--- config.mk ---
export PLATFORM = sky130hd
export DESIGN_NAME = hex_entry
export DESIGN_NICKNAME = d
export VERILOG_FILES = /design/src/rtl/hex_entry_pkg.sv /design/src/rtl/key_debounce.sv /design/src/rtl/hex_entry.sv
export SDC_FILE = /design/constraint.sdc
export NUM_CORES = 1
export LEC_CHECK = 0
export CAP_MARGIN = 20
export CORE_MARGIN = 3
export CORE_UTILIZATION = 50
export DETAILED_ROUTE_END_ITERATION = 8
export GPL_TIMING_DRIVEN = 1
export PLACE_DENSITY = 0.69
export SYNTH_ARGS = -nofsm -noshare
export SYNTH_HDL_FRONTEND = slang
export SYNTH_SLANG_ARGS = --single-unit
--- constraint.sdc ---
create_clock -name CLOCK_50 -period 2.65 [get_ports CLOCK_50]
set_input_delay 0.265 -clock CLOCK_50 [delete_from_list [all_inputs] [get_ports CLOCK_50]]
set_output_delay 0.265 -clock CLOCK_50 [all_outputs]
set_load 0.02 [all_outputs]
--- src/rtl/hex_entry_pkg.sv ---
// Shared types and sizing for the front-panel hex digit entry unit.
package hex_entry_pkg;

   localparam int NUM_DIGITS = 4;
   localparam int DIGIT_W    = 4;
   localparam int VALUE_W    = NUM_DIGITS * DIGIT_W;
   localparam int CURSOR_W   = $clog2(NUM_DIGITS);

   // Debouncer states: a level must stay put for a full count before it is believed.
   typedef enum logic [1:0] {
      RELEASED,
      PRESS_WAIT,
      PRESSED,
      RELEASE_WAIT
   } debounce_state_t;

endpackage

--- src/rtl/key_debounce.sv ---
// Synchronizes one raw active-low button and debounces it, producing a single
// press pulse per accepted press (no auto-repeat while held).
module key_debounce
   import hex_entry_pkg::*;
#(
   parameter int DEBOUNCE_CYCLES = 1_000_000
)(
   input  logic i_clk,
   input  logic i_rst_n,
   input  logic i_btn_n,
   output logic o_press
);

   localparam int CNT_W = $clog2(DEBOUNCE_CYCLES);
   localparam logic [CNT_W-1:0] CNT_LAST = CNT_W'(DEBOUNCE_CYCLES - 1);

   logic            r_sync1;
   logic            r_sync2;
   debounce_state_t r_state;
   debounce_state_t w_stateNext;
   logic [CNT_W-1:0] r_cnt;
   logic [CNT_W-1:0] w_cntNext;

   // Two-flop synchronizer; resets to the released level so a held button
   // still has to be seen low after reset and debounced from scratch.
   always_ff @(posedge i_clk or negedge i_rst_n) begin
      if (!i_rst_n) begin
         r_sync1 <= 1'b1;
         r_sync2 <= 1'b1;
      end else begin
         r_sync1 <= i_btn_n;
         r_sync2 <= r_sync1;
      end
   end

   // Debouncer state and stability counter registers.
   always_ff @(posedge i_clk or negedge i_rst_n) begin
      if (!i_rst_n) begin
         r_state <= RELEASED;
         r_cnt   <= '0;
      end else begin
         r_state <= w_stateNext;
         r_cnt   <= w_cntNext;
      end
   end

   // Next-state logic: count stable samples, fall back on any bounce, and
   // fire the press pulse on the PRESS_WAIT -> PRESSED transition only.
   always_comb begin
      w_stateNext = r_state;
      w_cntNext   = r_cnt;
      o_press     = 1'b0;
      case (r_state)
         RELEASED: begin
            if (!r_sync2) begin
               w_stateNext = PRESS_WAIT;
               w_cntNext   = '0;
            end
         end
         PRESS_WAIT: begin
            if (r_sync2) begin
               w_stateNext = RELEASED;
            end else if (r_cnt == CNT_LAST) begin
               w_stateNext = PRESSED;
               o_press     = 1'b1;
            end else begin
               w_cntNext = r_cnt + CNT_W'(1);
            end
         end
         PRESSED: begin
            if (r_sync2) begin
               w_stateNext = RELEASE_WAIT;
               w_cntNext   = '0;
            end
         end
         RELEASE_WAIT: begin
            if (!r_sync2) begin
               w_stateNext = PRESSED;
            end else if (r_cnt == CNT_LAST) begin
               w_stateNext = RELEASED;
            end else begin
               w_cntNext = r_cnt + CNT_W'(1);
            end
         end
         default: begin
            w_stateNext = RELEASED;
            w_cntNext   = '0;
         end
      endcase
   end

endmodule

--- src/rtl/hex_entry.sv ---
// Front-panel 4-digit hex entry: three debounced buttons edit one nibble at a
// time, a blink mask flags the selected digit, and commit publishes the value.
module hex_entry
   import hex_entry_pkg::*;
#(
   parameter int DEBOUNCE_CYCLES = 1_000_000,
   parameter int BLINK_CYCLES    = 12_500_000
)(
   input  logic                CLOCK_50,
   input  logic                resetn,
   input  logic                btn_next_n,
   input  logic                btn_inc_n,
   input  logic                btn_commit_n,
   output logic [VALUE_W-1:0]  value,
   output logic [CURSOR_W-1:0] cursor,
   output logic [NUM_DIGITS-1:0] blank,
   output logic [VALUE_W-1:0]  committed,
   output logic                commit_valid
);

   localparam int BL_W = $clog2(BLINK_CYCLES);
   localparam logic [BL_W-1:0] BL_LAST = BL_W'(BLINK_CYCLES - 1);

   logic w_incPress;
   logic w_nextPress;
   logic w_commitPress;

   logic [VALUE_W-1:0]    r_value;
   logic [VALUE_W-1:0]    w_valueNext;
   logic [CURSOR_W-1:0]   r_cursor;
   logic [VALUE_W-1:0]    r_committed;
   logic                  r_commitValid;
   logic [BL_W-1:0]       r_blinkCnt;
   logic                  r_phase;
   logic [NUM_DIGITS-1:0] w_blank;

   key_debounce #(.DEBOUNCE_CYCLES(DEBOUNCE_CYCLES)) u_incKey (
      .i_clk   (CLOCK_50),
      .i_rst_n (resetn),
      .i_btn_n (btn_inc_n),
      .o_press (w_incPress)
   );

   key_debounce #(.DEBOUNCE_CYCLES(DEBOUNCE_CYCLES)) u_nextKey (
      .i_clk   (CLOCK_50),
      .i_rst_n (resetn),
      .i_btn_n (btn_next_n),
      .o_press (w_nextPress)
   );

   key_debounce #(.DEBOUNCE_CYCLES(DEBOUNCE_CYCLES)) u_commitKey (
      .i_clk   (CLOCK_50),
      .i_rst_n (resetn),
      .i_btn_n (btn_commit_n),
      .o_press (w_commitPress)
   );

   // Increment only the nibble under the current cursor; no carry between digits.
   always_comb begin
      w_valueNext = r_value;
      if (w_incPress) begin
         for (int d = 0; d < NUM_DIGITS; d++) begin
            if (r_cursor == CURSOR_W'(d)) begin
               w_valueNext[d*DIGIT_W +: DIGIT_W] = r_value[d*DIGIT_W +: DIGIT_W] + DIGIT_W'(1);
            end
         end
      end
   end

   // Edit registers: all events in one cycle see pre-edge value and cursor.
   always_ff @(posedge CLOCK_50 or negedge resetn) begin
      if (!resetn) begin
         r_value       <= '0;
         r_cursor      <= '0;
         r_committed   <= '0;
         r_commitValid <= 1'b0;
      end else begin
         r_value       <= w_valueNext;
         r_commitValid <= w_commitPress;
         if (w_nextPress) begin
            r_cursor <= r_cursor + CURSOR_W'(1);
         end
         if (w_commitPress) begin
            r_committed <= r_value;
         end
      end
   end

   // Blink generator; an edit restarts it in the visible phase.
   always_ff @(posedge CLOCK_50 or negedge resetn) begin
      if (!resetn) begin
         r_blinkCnt <= '0;
         r_phase    <= 1'b0;
      end else if (w_incPress || w_nextPress) begin
         r_blinkCnt <= '0;
         r_phase    <= 1'b0;
      end else if (r_blinkCnt == BL_LAST) begin
         r_blinkCnt <= '0;
         r_phase    <= ~r_phase;
      end else begin
         r_blinkCnt <= r_blinkCnt + BL_W'(1);
      end
   end

   // Blank mask: only the selected digit is blanked, and only in the off phase.
   always_comb begin
      w_blank = '0;
      if (r_phase) begin
         w_blank[r_cursor] = 1'b1;
      end
   end

   assign value        = r_value;
   assign cursor       = r_cursor;
   assign blank        = w_blank;
   assign committed    = r_committed;
   assign commit_valid = r_commitValid;

endmodule

# ---- Word-level counts from Yosys, hierarchy flattened
# Cells that the tools add are included.
dict set report word_totals {
  reg_bits 132
  latchBits 0
  mem_bits_rw 0
  mem_bits_ro 0
  output_inout_bits 39
  elab_cells 139
  mem_count 0
}
dict set report op_classes {
  add_sub_neg 9
  mul 0
  n_div 0
  order_cmp 2
  eq_ne 34
  n_shift 0
  muxes 55
  n_bitwise 1
  n_reduce_logical 17
}
# op count
set op_table {}
lappend op_table {{$mux 20} 15}
lappend op_table {{$pmux 20 s4} 3}
lappend op_table {{$add 20x1->20 const B} 3}
lappend op_table {{$eq 20x20->1 const B} 3}
lappend op_table {{$mux 24} 2}
lappend op_table {{$mux 2} 18}
lappend op_table {{$add 24x1->24 const B} 1}
lappend op_table {{$eq 24x24->1 const B} 1}
lappend op_table {{$pmux 2 s4} 3}
lappend op_table {{$reduce_and 4->1} 6}
lappend op_table {{$add 4x1->4 const B} 4}
lappend op_table {{$eq 2x2->1 const B} 8}
lappend op_table {{$mux 1} 12}
lappend op_table {{$ne 2x1->1 const B} 6}
lappend op_table {{$ne 2x2->1 const B} 6}
lappend op_table {{$ne 3x1->1 const B} 3}
lappend op_table {{$ne 3x3->1 const B} 3}
lappend op_table {{$eq 2x1->1 const B} 4}
lappend op_table {{$logic_not 2->1} 4}
lappend op_table {{$reduce_and 2->1} 4}
lappend op_table {{$mux 4} 1}
lappend op_table {{$lt 2x3->1 const B} 1}
lappend op_table {{$add 2x1->2 const B} 1}
lappend op_table {{$demux 1 s2} 1}
lappend op_table {{other kinds (5)} 5}

# ---- Depth between registers and ports, before layout
dict set report depth {
  word_depth 6
  ltp_mapped 8
}

# ---- Cells and area by module
# Synthesis repeated with hierarchy kept, for this count alone.
dict set report hier_totals {
  hier_cells 658
  area_unflattened_um2 6735.2
}
# module instances cells_per_inst area_each_um2
set modules_own_cells {}
lappend modules_own_cells {hex_entry 1 248 2793.9}
lappend modules_own_cells {{key_debounce (u_commitKey ...)} 2 139 1316.3}
lappend modules_own_cells {{key_debounce (u_nextKey)} 1 132 1308.8}

# ---- Least setup slack after synthesis
# OpenSTA, ideal clock, no wires.
dict set report synth_path {
  path_kind {reg-to-reg}
  start {register u_commitKey.r_cnt[0]}
  end {register r_committed[10], in the netlist committed[10]}
  setup_time_ns 0.125
  arrival_time_ns 1.940
  path_slack_ns 0.585
  path_stages_with_launch 9
  period_less_slack_ns 2.065
  path_cell_list {dfrtp_1 -> ha_1 -> nand3_2 -> or2_1 -> buf_2 -> nor4_4 -> nand2_2 -> buf_6 -> mux2_4}
}
dict set report synth_via {
  elab_chain_cells 4
}
# element line_no
set synth_lines {}
lappend synth_lines {{start, declared} key_debounce.sv:21} ;# logic [CNT_W-1:0] r_cnt;
lappend synth_lines {{start signal, assigned} key_debounce.sv:43} ;# r_cnt <= w_cntNext;
lappend synth_lines {{$eq 20x20->1} key_debounce.sv:63} ;# end else if (r_cnt == CNT_LAST) begin
lappend synth_lines {{$mux 1} key_debounce.sv:63}
lappend synth_lines {{$mux 1} key_debounce.sv:61} ;# if (r_sync2) begin
lappend synth_lines {{$mux 1} key_debounce.sv:53} ;# case (r_state)
lappend synth_lines {{end signal, assigned} hex_entry.sv:84} ;# r_committed <= r_value;
lappend synth_lines {{end, declared} hex_entry.sv:31} ;# logic [VALUE_W-1:0] r_committed;
# No other way between the ends.
# A chain may end at the register's enable or synchronous reset.

# ---- Final worst setup path
dict set report layout_path {
  start {register u_commitKey.r_cnt[0]}
  end {register r_committed[1], in the netlist committed[1]}
}
# The elaborated chain is that of the path after synthesis.

==> impl_metrics.toml <==
[run_status]
status = "completed"

[cells_and_area]
final_cell_mix = "dfrtp_1, nor2_1, nand2_1"
multiInputGateArea_um2 = 3310
regArea_um2 = 3310
mostFrequentLayoutCell = "dfrtp_1"
finish.net_count = 738
drive_above_1_share_pct = 12.5
fillerInstances = 1052
post-route-cell-area_um2 = 8150
fin_cells = 906
final_core_util_pct = 63.1
antenna_cells = 0
area_growth_pct = 20.4

[placement]
port_buffers = 43
globalplace.congestion = 0.868
dp.cells = 873
dpl.hpwl_um = 9750
placed_cell_area_um2 = 7450

[critical_path]
crit_type = "reg -> reg"
arrival_ps = 2610
worstSetupEndpointType = "flop"
timing.rr.end = "committed[1]$_DFFE_PN0P_"
worstReg2RegStart = "u_commitKey.r_cnt[0]$_DFFE_PN0P_"
r2r_slack_ps = 340
slowest_delay_ps = 420
critPathLaunchType = "flop"
path_cells = "ha_1, nand3_2, or2_1, nor4_4, nand2_2, mux2_1"
required_ps = 2950
ff2ff_path_depth = 6
crit_fanout = 16
crit_slowest_cell = "mux2_1"

[power_and_ir_drop]
powerDensity_nw_per_um2 = 618
pwr-share-comb_pct = 3.7
max-vdd-ir-drop_uv = 468
intPower_w = 0.00397
power_frac_clock_pct = 54.2
finalPower_w = 0.00504
p_switching_w = 0.00106
power.leakage_nw = 3.68
power.switching_fraction_pct = 21.1
seqPwrFrac_pct = 42.1

[grt]
grt_pass1_vias = 5128
grt_usage_pct = 20.7
antenna_found_initial = 0
grt_pass1_wl_um = 24700
grt-ovfl-total = 0
grt_max_degree = 55

[timing]
period_share_pct = 87.1
skew_ps = 7.72
timing.fmax_mhz = 433
fin_crit_ps = 2310
maxSlewHeadroom_pct = 42.0
worst_pin_slew_ps = 863
tns_ps = 0
hold_violations = 0
setup_violations = 0
final_max_slew_viol_count = 0
rsz0062_at_grt = "no"

[synth]
ys_seq_area_share_pct = 48.9
yosys_warnings = 0
ys.flop_type = "dfrtp_1"
synth-seq-cells = 132
ys_async_sr_fraction_pct = 100
netlist_area_um2 = 6770
syn_inst = 663
syn_nets = 680
syn_area_per_cell_um2 = 10.2
synth_edf_count = 0
ys_types = 63

[clock_network]
cts-root-buf = "clkbuf_16"
cts_buffer_depth = 2
postCtsSetupRepairBufs = 0
clkTransAtPathRegs_ps = 60
cts_inserted_buffers = 17
h-tree-depth = 4
cts.sinks = 132
cts_tree = "done"
clk_latency_ps = 420

[die]
io_pins = 44
core_um2 = 12900
start_util_pct = 52.4
dieHeight_um = 122
fp.dieW_um = 122
dieArea_um2 = 15000
row_count = 41

[drt]
vias = 5239
drt_pass1_iterations = 4
ant_nets = 0
wl_per_cell_um = 15.9
vias_per_cell = 5.78
post-route-drc-count = 0
drt_iter0_markers = 540
routed_wl_um = 14400

[worst_hold_path]
hp-start = "btn_commit_n"
min_to = "u_commitKey.r_sync1$_DFF_PN1_"
whs_path_depth = 1
hp-class = "in -> reg"

[flow_run]
maxCapViolations = 0
sequential cells by signal, summed over array words and instances (netlist names), 2 cells and up, named ones only:
| signal | flops |
|---|---|
| cursor | 2 |
| committed | 16 |
| u_incKey.r_cnt | 20 |
| u_nextKey.r_cnt | 20 |
| u_commitKey.r_cnt | 20 |
| value | 16 |
| r_blinkCnt | 24 |
worst max-delay path by stage:
stage                                      from                         to  depth (start not counted)
2_1_floorplan  u_commitKey.r_cnt[0]$_DFFE_PN0P_  committed[10]$_DFFE_PN0P_                          8
3_3_place_gp     u_incKey.r_cnt[15]$_DFFE_PN0P_       value[1]$_DFFE_PN0P_                          5
3_5_place_dp   u_commitKey.r_cnt[0]$_DFFE_PN0P_   committed[1]$_DFFE_PN0P_                          6
4_1_cts        u_commitKey.r_cnt[0]$_DFFE_PN0P_   committed[1]$_DFFE_PN0P_                          6
5_1_grt           u_incKey.r_cnt[0]$_DFFE_PN0P_      value[13]$_DFFE_PN0P_                          6
6_report       u_commitKey.r_cnt[0]$_DFFE_PN0P_   committed[1]$_DFFE_PN0P_                          6
stage by stage:
| stage | setup WS [ps] | hold slack [ps] |
|---|---|---|
| after detailed placement | 356 | 254 |
| after global placement | 422 | 248 |
| after CTS | 341 | 235 |
| after floorplan | 585 | -30.6 |
| after global routing | 158 | 235 |
| final | 341 | 246 |
layout make-up:
cell class	count	share of cell area, %
clock buffer	20	5.73
clock inverter	12	2.75
inverter	13	0.599
multi-input combinational	497	40.6
sequential	132	40.6
tap	172	2.64
timing repair buffer	60	7.05
synthesized netlist by cell type, drive strengths merged (2+ instances only):
library cell	instances	share of area [%]
a21o	4	0.44
nor4	15	1.9
inv	13	0.72
mux2	25	4.9
o41ai	3	0.67
nand2	69	4.1
nand2b	2	0.18
o21ai	22	1.6
and4b	2	0.30
ha	12	2.2
nand4b	2	0.26
o211ai	3	0.41
or3	7	0.65
or2	2	0.18
a22oi	2	0.22
a211oi	2	0.22
a41oi	2	0.26
and3	17	1.6
clkbuf	13	0.72
mux2i	15	2.2
a22o	9	1.2
nor2	75	4.2
xor2	29	3.8
nand3	37	2.8
nor4b	4	0.52
buf	8	0.87
dfstp	6	2.3
a211o	4	0.52
or4	6	0.67
nor3	21	1.6
nand4	31	2.9
a31oi	3	0.28
nor3b	2	0.22
o22ai	2	0.18
and2	9	0.83
and4	6	0.78
dfrtp	126	47
a21oi	16	1.2
xnor2	29	3.8
layer usage:
layer  track usage (%)  up-vias  part of all wire (%)
li1                  -     2499                     -
met1              28.2     2604                    48
met2              32.7      119                    47
met3              5.16       17                   4.7
met4              6.58        0                   1.1
met5                 0        -                     0
logic make-up after synthesis:
group	synth area share, %
AO/OA/AOI/OAI	7.54
AND/OR/NAND/NOR	24.4
flip-flops	48.9
multiplexers	7.15
buffers and inverters	2.31
adder cells (fa/ha/maj)	2.22
XOR/XNOR	7.50
power groups by stage:
stage	logic [W]	registers, W	clock network (W)
4_1_cts	0.000187	0.00212	0.00277
5_1_grt	0.000210	0.00213	0.00287
3_3_place_gp	0.000179	0.00215	0
3_5_place_dp	0.000185	0.00216	0
6_report	0.000184	0.00212	0.00273
2_1_floorplan	0.000106	0.00214	0
worst max-delay path, delay by kind of cell (launching register included):
family	cells	cell delay (ps)
simple gates	4	1140
mux	1	420
flops	1	400
fa+ha+maj	1	220
repair_timing:
action | in CTS | in global routing
hold endpoints to repair | 49 | 0
resized for setup | 0 | 0
hold buffers | 1 | 0
(Power assumes the default switching activity.)
==> edit, RTL diff (same settings) <==
Put a register stage on the output `blank`, with the module's reset. The value now appears one clock later. The other outputs are not delayed to match.
--- a/src/rtl/hex_entry.sv
+++ b/src/rtl/hex_entry.sv
@@ -113,5 +113,11 @@
    assign value        = r_value;
    assign cursor       = r_cursor;
-   assign blank        = w_blank;
+   always_ff @(posedge CLOCK_50 or negedge resetn) begin
+      if (!resetn) begin
+         blank <= '0;
+      end else begin
+         blank <= w_blank;
+      end
+   end
    assign committed    = r_committed;
    assign commit_valid = r_commitValid;
Formal check against the unedited RTL: no difference found for any inputs over 10 cycles, from zero or initial values and one cycle with resetn low; that may be too few to reach the edited logic, so the function may still have changed.
==> edit against the original RTL <==
Total power shrank 6.5%. Die area up 2.6%. Clock power down 12%. Via count grew 1.8%. Critical path type unchanged. Highest routed layer unchanged. Sequential cell count grew 4. Wire length decreased by 2.7%. Setup slack got worse by 0.23 ns. Area after synthesis increased by 2.7%. Critical path depth increased by 1. Sequential share of layout area up 0.75 points. Cell area is 1.2% higher.
==> edit: results (changes against the original RTL) <==
| Metric | Value |
|---|---|
| Critical Path Slowest Stage Cell | or4_1 (was mux2_1) |
| Clk_skew | 0.00814 ns (was 0.00772 ns) |
| Worst EP arrival | 2.84 ns (was 2.61 ns) |
| Reg-to-Reg Start | u_commitKey.r_cnt[0] (unchanged) |
| P_leak | 3.67 nW (was 3.68 nW) |
| Share of layout cells above drive strength 1 | 13.3% (was 12.5%) |
| Latest clock arrival within the worst-skew pair | 0.41 ns |
| Vias in the first global route | 5,139 (was 5,128) |
| Area contributors post-synth | dfrtp_1 47%, nand2_1 4.2%, nand3_1 3.9% (was dfrtp_1 47%, nor2_1 4.1%, xnor2_1 3.8%) |
| Final nets | 761 (was 738) |
| Post-DP HPWL | 9640 um (was 9750 um) |
| Synthesized net count | 709 (was 680) |
| First-pass GRT wire length | 23,800 um (was 24,700 um) |
| Max Slew Vio Count | 0 (unchanged) |
| Critical path's top delay family | simple AND/OR/NAND/NOR gates (unchanged) |
| CP max stage delay | 0.57 ns (was 0.42 ns) |
| Status | finished clean (unchanged) |
| List of most frequent post-synthesis cells | 130 x dfrtp_1, 78 x nand2_1, 61 x nor2_1 (was 126 x dfrtp_1, 74 x nor2_1, 64 x nand2_1) |
| CTS HTree Levels | 4 (unchanged) |
| Largest net degree at the start of global routing | 57 (was 55) |
| Routability Congestion | 0.856 (was 0.868) |
| Worst hold slack | 0.262 ns (was 0.246 ns) |
| Max_cap viols | 0 (unchanged) |
| Reg2reg end | committed[10] (was committed[1]) |
| Hold Crit Class | in2reg (unchanged) |
| Worst-case clock buffer depth | 2 (unchanged) |
| Seq/Total Area, Yosys | 49.0% (was 48.9%) |
| Initial antenna violation count | 0 (unchanged) |
| Worst Hold End | u_nextKey.r_sync1 (was u_commitKey.r_sync1) |
| Slew at the pin closest to its max-slew limit | 0.618 ns (was 0.863 ns) |
| Peak VDD IR | 0.000434 V (was 0.000468 V) |
| GRT Overall Usage | 19.3% (was 20.7%) |
| DR pass1 iterations | 5 (was 4) |
| Initial DRC Count | 316 (was 540) |
| Worst Reg-to-Reg Cells | 7 (was 6) |
| Distinct cell type count after synthesis | 58 (was 63) |
| Yosys warnings | 0 (unchanged) |
| Via count | 5,331 (was 5,239) |
| Port-buffer cells | 43 (unchanged) |
| Hold_sp | btn_next_n (was btn_commit_n) |
| R2R Setup Slk | 0.11 ns (was 0.34 ns) |
| Fraction of registers with async set/reset | 100% (unchanged) |
| WL final | 14,000 um (was 14,400 um) |
==> edit: cell count changes after synthesis, sizes merged, moves of 7 or more <==
cell	delta
clkbuf	+13
nand3	+18
nand2	+9
and4	+8
xor2	-9
nor2	-14
nand4	-12
mux2i	-7
==> edit: metrics by stage <==
step           instance area, um2  worst slack (ns)  std cells
5_1_grt                      8250          -0.00343        933
2_1_floorplan                6960             0.196        692
3_3_place_gp                 7630             0.159        900
6_report                     8250             0.113        933
4_1_cts                      8240             0.113        933
3_5_place_dp                 7630             0.124        900
==> edit: final cells by class <==
class                   instances  area (um2)
multi-input cells             516        3380
clock inverters                12         150
flip-flops and latches        136        3410
clock buffers                  20         457
repair buffers                 62         589
fillers                      1075        5150
well taps                     176         220
inverters                      11        41.3
==> edit: report_power, final <==
part,internal [W],switching [W]
Combinational,0.0000544,0.000114
Sequential,0.00211,0.0000410
Clock,0.00153,0.000864
Total,0.00369,0.00102
==> edit: worst max-delay path by stage <==
| stage | from | end | slack (ns) | cells after the start |
|---|---|---|---|---|
| after floorplan | u_commitKey.r_cnt[0] | committed[10] | 0.20 | 8 |
| final | u_commitKey.r_cnt[0] | committed[10] | 0.11 | 7 |
| after detailed placement | u_commitKey.r_cnt[0] | committed[10] | 0.12 | 7 |
| after CTS | u_commitKey.r_cnt[0] | committed[10] | 0.11 | 7 |
| after global placement | u_commitKey.r_cnt[0] | committed[9] | 0.16 | 7 |
| after global routing | u_commitKey.r_cnt[0] | committed[10] | -0.003 | 7 |
==> edit: kinds of logic after synthesis <==
family	share of synthesized area [%]
muxes	6.71
xor gates and xnor gates	5.67
and+or+nand+nor	25.7
AOI/OAI and AO/OA	8.24
buffers and inverters	2.54
DFF	49.0
adders and majority gates	2.16
==> edit: layer usage <==
layer,vias to the layer above,global-route usage (%),wire length (um),part of all wire (%)
met5,-,0,0,0
met4,0,6.37,143,1.0
met3,11,4.54,547,3.9
met2,87,32.0,6830,49
met1,2623,25.2,6510,46
li1,2610,-,-,-
==> edit: timing repair <==
| item | 4_1_cts | 5_1_grt |
|---|---|---|
| buffers inserted | 0 | 0 |
| endpoints found under the hold margin | 47 | 0 |
| gates resized for setup | 0 | 1 |
| endpoints found under the setup margin | 0 | 10 |
| hold buffers | 1 | 0 |
